### config.mk
export PLATFORM = sky130hd
export DESIGN_NAME = line_fifo_reader
export DESIGN_NICKNAME = d
export VERILOG_FILES = /design/src/rtl/line_fifo_reader.sv
export SDC_FILE = /design/constraint.sdc
export NUM_CORES = 1
export LEC_CHECK = 0
export CORE_UTILIZATION = 35
export DETAILED_ROUTE_END_ITERATION = 7
export PLACE_DENSITY = 0.57
export SYNTH_ARGS = -nofsm -noshare
export SYNTH_HDL_FRONTEND = slang
export SYNTH_SLANG_ARGS = --single-unit
### constraint.sdc
create_clock -name clk -period 4.2 [get_ports clk]
set_clock_uncertainty 0.1 [all_clocks]
set_input_delay 0.42 -clock clk [delete_from_list [all_inputs] [get_ports clk]]
set_output_delay 0.42 -clock clk [all_outputs]
set_load 0.005 [all_outputs]
### src/rtl/line_fifo_reader.sv
// Read side of the line FIFO: drains one LINE_W-pixel line per line_start pulse and
// presents it on a valid/ready stream with sol/eol markers. A 2-entry skid absorbs the
// FIFO's registered read latency so a ready consumer sees one pixel per cycle.
module line_fifo_reader #(
  parameter int unsigned DATA_W = 8,
  parameter int unsigned LINE_W = 640,
  parameter int unsigned CNT_W  = 10
) (
  input  logic              clk,
  input  logic              rst,
  input  logic              line_start,
  input  logic              fifo_empty,
  output logic              fifo_rd_en,
  input  logic [DATA_W-1:0] fifo_data,
  output logic [DATA_W-1:0] pix_data,
  output logic              pix_valid,
  input  logic              pix_ready,
  output logic              pix_sol,
  output logic              pix_eol,
  output logic              line_done,
  output logic              busy,
  output logic              underflow,
  input  logic              clr_uflow
);

  localparam logic [CNT_W-1:0] LineLen = CNT_W'(LINE_W);
  localparam logic [CNT_W-1:0] LastIdx = CNT_W'(LINE_W - 1);

  typedef enum logic [1:0] {StIdle, StActive, StDone} state_e;

  state_e            state_q, state_d;
  logic [CNT_W-1:0]  rd_cnt_q, rd_cnt_d;
  logic [CNT_W-1:0]  out_cnt_q, out_cnt_d;
  logic [DATA_W-1:0] skid0_q, skid0_d;
  logic [DATA_W-1:0] skid1_q, skid1_d;
  logic [1:0]        skid_cnt_q, skid_cnt_d;
  logic              inflight_q;
  logic              underflow_q, underflow_d;

  logic       active;
  logic       pop;
  logic       push;
  logic [1:0] occ;
  logic       room;

  assign active = (state_q == StActive);
  assign pop    = pix_valid & pix_ready;
  assign push   = inflight_q;
  // Entries already held plus the one the FIFO is about to return.
  assign occ    = skid_cnt_q + {1'b0, inflight_q};
  // occ - pop < 2, written without a subtraction that could underflow.
  assign room   = (occ < 2'd2) || (pop && (occ == 2'd2));

  // Output decode from registered state; rd_en also sees fifo_empty and pix_ready.
  always_comb begin
    fifo_rd_en = active && !fifo_empty && (rd_cnt_q < LineLen) && room;
    pix_valid  = (skid_cnt_q != 2'd0);
    pix_data   = skid0_q;
    pix_sol    = pix_valid && (out_cnt_q == '0);
    pix_eol    = pix_valid && (out_cnt_q == LastIdx);
    line_done  = (state_q == StDone);
    busy       = (state_q != StIdle);
    underflow  = underflow_q;
  end

  // Line FSM and pixel counters.
  always_comb begin
    state_d   = state_q;
    rd_cnt_d  = rd_cnt_q;
    out_cnt_d = out_cnt_q;
    case (state_q)
      StIdle: begin
        if (line_start) begin
          state_d   = StActive;
          rd_cnt_d  = '0;
          out_cnt_d = '0;
        end
      end
      StActive: begin
        if (fifo_rd_en) rd_cnt_d = rd_cnt_q + CNT_W'(1);
        if (pop) begin
          out_cnt_d = out_cnt_q + CNT_W'(1);
          if (out_cnt_q == LastIdx) state_d = StDone;
        end
      end
      StDone:  state_d = StIdle;
      default: state_d = StIdle;
    endcase
  end

  // In-order 2-entry skid; head always sits in skid0.
  always_comb begin
    skid0_d    = skid0_q;
    skid1_d    = skid1_q;
    skid_cnt_d = skid_cnt_q;
    case ({push, pop})
      2'b10: begin
        if (skid_cnt_q == 2'd0) skid0_d = fifo_data;
        else                    skid1_d = fifo_data;
        skid_cnt_d = skid_cnt_q + 2'd1;
      end
      2'b01: begin
        skid0_d    = skid1_q;
        skid_cnt_d = skid_cnt_q - 2'd1;
      end
      2'b11: begin
        if (skid_cnt_q == 2'd1) begin
          skid0_d = fifo_data;
        end else begin
          skid0_d = skid1_q;
          skid1_d = fifo_data;
        end
      end
      default: ;
    endcase
  end

  // Sticky underflow; a new event wins over a simultaneous clear.
  always_comb begin
    underflow_d = (active && pix_ready && !pix_valid) || (underflow_q && !clr_uflow);
  end

  // State register; async reset aborts any line in progress.
  always_ff @(posedge clk or negedge rst) begin
    if (!rst) begin
      state_q     <= StIdle;
      rd_cnt_q    <= '0;
      out_cnt_q   <= '0;
      skid0_q     <= '0;
      skid1_q     <= '0;
      skid_cnt_q  <= 2'd0;
      inflight_q  <= 1'b0;
      underflow_q <= 1'b0;
    end else begin
      state_q     <= state_d;
      rd_cnt_q    <= rd_cnt_d;
      out_cnt_q   <= out_cnt_d;
      skid0_q     <= skid0_d;
      skid1_q     <= skid1_d;
      skid_cnt_q  <= skid_cnt_d;
      inflight_q  <= fifo_rd_en;
      underflow_q <= underflow_d;
    end
  end

endmodule
==> out/results.env <==
STATUS='completed'
SYNTHDISTINCTLIBCELLS=44
CLK-INSERTION-DELAY-LATE_NS=0.29
CRIT_PATH_START_KIND='flop'
CRITICAL_PATH_DEPTH=5
INITIALDRTVIOLATIONCOUNT=56
IO_BUFFERS=28
FMAXACHIEVABLE_GHz=0.342
TRITONCTS.NUM_BUFFERS=5
PATH_CLASS='reg2out'
GRT_REMAINING_OVERFLOW=0
HOLD_VIO_CNT_FINAL=0
FINAL.PERIOD_UTILIZATION=0.697
ROUTE.VIAS.TOTAL=1636
MIN_PERIOD_NS=2.93
MULTI_INPUT_AREA_SQ_UM=1040
SYNTH_WARNINGS=0
STAGE_DELAY_OF_THE_SLOWEST_CELL_ON_THE_CRITICAL_PATH_NS=0.55
DIEWIDTH_MICRONS=80.9
RELSLEWSLACK=0.303
CRITPATHTOPFAMILY='simple AND/OR/NAND/NOR gates'
PIN_COUNT_OF_THE_BIGGEST_NET_ENTERING_GLOBAL_ROUTING=43
NUMBER_OF_NETS_IN_THE_FINAL_LAYOUT=266
GRT_FIRST_PASS_WIRELENGTH_MM=7.23
CLOCK_TREE_FROM_TRITONCTS='done'
FINAL_MAX_SLEW_VIOL_COUNT=0
CRITICAL_PATH_PEAK_FANOUT=9
VIA_PER_INST=5.13
YS_FF_LATCH=42
GRT_ANTENNA_BEFORE_REPAIR=0
POWER_LEAKAGE_nW=1.10
AREAGROWTHSYNTHTOFINISH_PCT=20.8
CTS_SINKS=42
ANTENNA-DIODE-COUNT=0
SYNTH_TOP_FLOP_CELL='dfrtp_1'
MAXIMUM_BUFFER_DEPTH_OF_THE_CLOCK_TREE=2
PLACED_CELL_AREA_SQ_UM=2520
H_TREE_LEVELS=2
BOUNDARYPINS=29
TIMING.SETUP.TNS_NS=0
MAXCAPVIOLATIONS=0
NETLIST_AREA_SQ_UM=2180
CORE-AREA_SQ_UM=5960
END_KIND='primary output'
SYNTH_FP_NETS=236
SEQ_AREA_FRAC_SYNTH=0.483
FIRST_GLOBAL_VIAS=1477
LAYOUT.CELL_AREA.NON_FILLER_SQ_UM=2630
DETAIL_ROUTE.WL_PER_CELL_MICRONS=13.3
FLOORPLAN.DIE_AREA_SQ_UM=6540
CRITICAL_PATH.CELL_CHAIN='inv_1, ha_1, or4_1, nor3_1, clkdlybuf4s50_1'
SETUP_VIOL=0
FILLERS=591
NETLIST_INSTANCES=213
POWER_DENSITY_nW_PER_UM2=611
AREA.SEQUENTIAL_SQ_UM=1050
ROUTED_WIRELENGTH_MM=4.25
HPWL_MM=3.00
TIGHTESTPINTRANSITION_NS=1.05
SYNTH_AREA_LEADERS='dfrtp_1 (48%), ha_1 (5.2%), mux2_2 (4.1%)'
CORE.ROWCOUNT=28
VDD_IR_DROP_MAX_mV=0.233
CTSRESIZECOUNT=0
ROUTE.DETAILED.DRC=0
WORSTREGTOREGCELLS=7
POSTSYNTH.ASYNCRESETSHARE=1.00
FLOORPLAN.INITIALDENSITY=0.366
ROOT_BUFFER='clkbuf_8'
AVGSYNTHCELLAREA_SQ_UM=10.2
LAYOUT-DRIVE-GT1-SHARE=0.0943
CP.REQUIRED_NS=3.68
GRT.TOTAL_USAGE=0.145
CLK_PIN_SLEW_NS=0.08
SETUP_BUFFERS_AFTER_CTS=0
DETAIL_ROUTE.FIRST_PASS.ITERATIONS=4
SYNTH_TOP_AREA_FRAC=0.483
HOLD_CLASS='in2async'
POST_CTS_HOLD_BUFFER_COUNT=0
DIE_Y_MICRONS=80.9
SYNTHMOSTINSTANTIATEDCELL='dfrtp_1'
RSZ0062_AT_GRT='false'
CRITICAL_PATH.N_BUFFERS_INVERTERS=2
CP_SLOWEST_CELL='or4_1'
YS_TOP_CELLS_BY_COUNT='dfrtp_1 (42), nand2_1 (19), inv_1 (16), o21ai_0 (16), nor2_1 (10)'
DRTANTENNAVIOLNETS=0
CP_DATA_ARRIVAL_TIME_NS=2.41
SYNTH-EDFF-COUNT=0
SYNTHDOMINANTAREACELLTYPE='dfrtp_1'
GP_CONGESTION=0.768
## stage by stage
step | std cells | setup WS, ns | utilization | total power, mW | hold WS [ns]
2_1_floorplan | 213 | 1.83 | - | 1.09 | 0.0244
3_3_place_gp | 311 | 1.36 | 0.423 | 1.30 | 0.359
3_5_place_dp | 311 | 1.32 | 0.423 | 1.31 | 0.369
4_1_cts | 319 | 1.22 | 0.442 | 1.63 | 0.209
5_1_grt | 319 | 1.03 | 0.442 | 1.75 | 0.253
6_report | 319 | 1.27 | 0.442 | 1.61 | 0.162
## layer usage
layer	track usage	share of wire
met5	0	0
met3	0.0393	0.049
met4	0.0429	0.011
met1	0.203	0.51
met2	0.219	0.43
## flip-flops by register name, indices dropped and copies added (netlist names)
signal / count
rd_cnt_q: 10
out_cnt_q: 10
underflow: 1
pix_data: 8
skid_cnt_q: 2
inflight_q: 1
skid1_q: 8
state_q: 2
## cell families after synthesis
group / Yosys count / share of synthesized area
xor+xnor: 9 / 0.0362
compound gates: 59 / 0.184
buf+inv: 21 / 0.0397
mux: 8 / 0.0414
simple gates: 65 / 0.164
fa+ha+maj: 9 / 0.0517
flops: 42 / 0.483
## layout make-up
type,count,area share
clock buffer,6,0.0276
clock inverter,2,0.0143
inverter,16,0.0228
multi-input combinational,150,0.395
sequential,42,0.400
tap,75,0.0357
timing repair buffer,28,0.105
## power by group
part           total [mW]  switching [mW]  internal, mW
clock network       0.314           0.137         0.177
logic               0.620           0.298         0.323
registers           0.671           0.121         0.550
total                1.61           0.556          1.05
## path summary, 6_finish.rpt
| check | from | end | slack (ns) |
|---|---|---|---|
| max in group asynchronous | rst | rd_cnt_q[9] | 3.23 |
| max | skid_cnt_q[0] | pix_sol | 1.27 |
| min reg2reg | pix_data[5] | pix_data[5] | 0.38 |
| max reg2reg | skid_cnt_q[0] | skid1_q[0] | 1.48 |
| min | rst | pix_data[6] | 0.16 |
| min in group clk | pix_data[5] | pix_data[5] | 0.38 |
## cells in the final DEF (no fill, tap or decap), drive strengths merged, types with 2 or more instances in the layout
master         count
a22oi              8
inv               16
xnor2              8
a21oi              7
mux2               8
o21ai             17
clkbuf             6
o21a               3
nor2              10
nor3b              2
nand3              8
or4                5
a211oi             2
o31ai              5
nor2b              2
nand2b             3
o22ai              2
nor3               4
clkdlybuf4s50     27
dfrtp             42
a22o               5
o211ai             3
nand2             19
ha                 9
nand4              3
a2111oi            3
(Power assumes the default switching activity.)
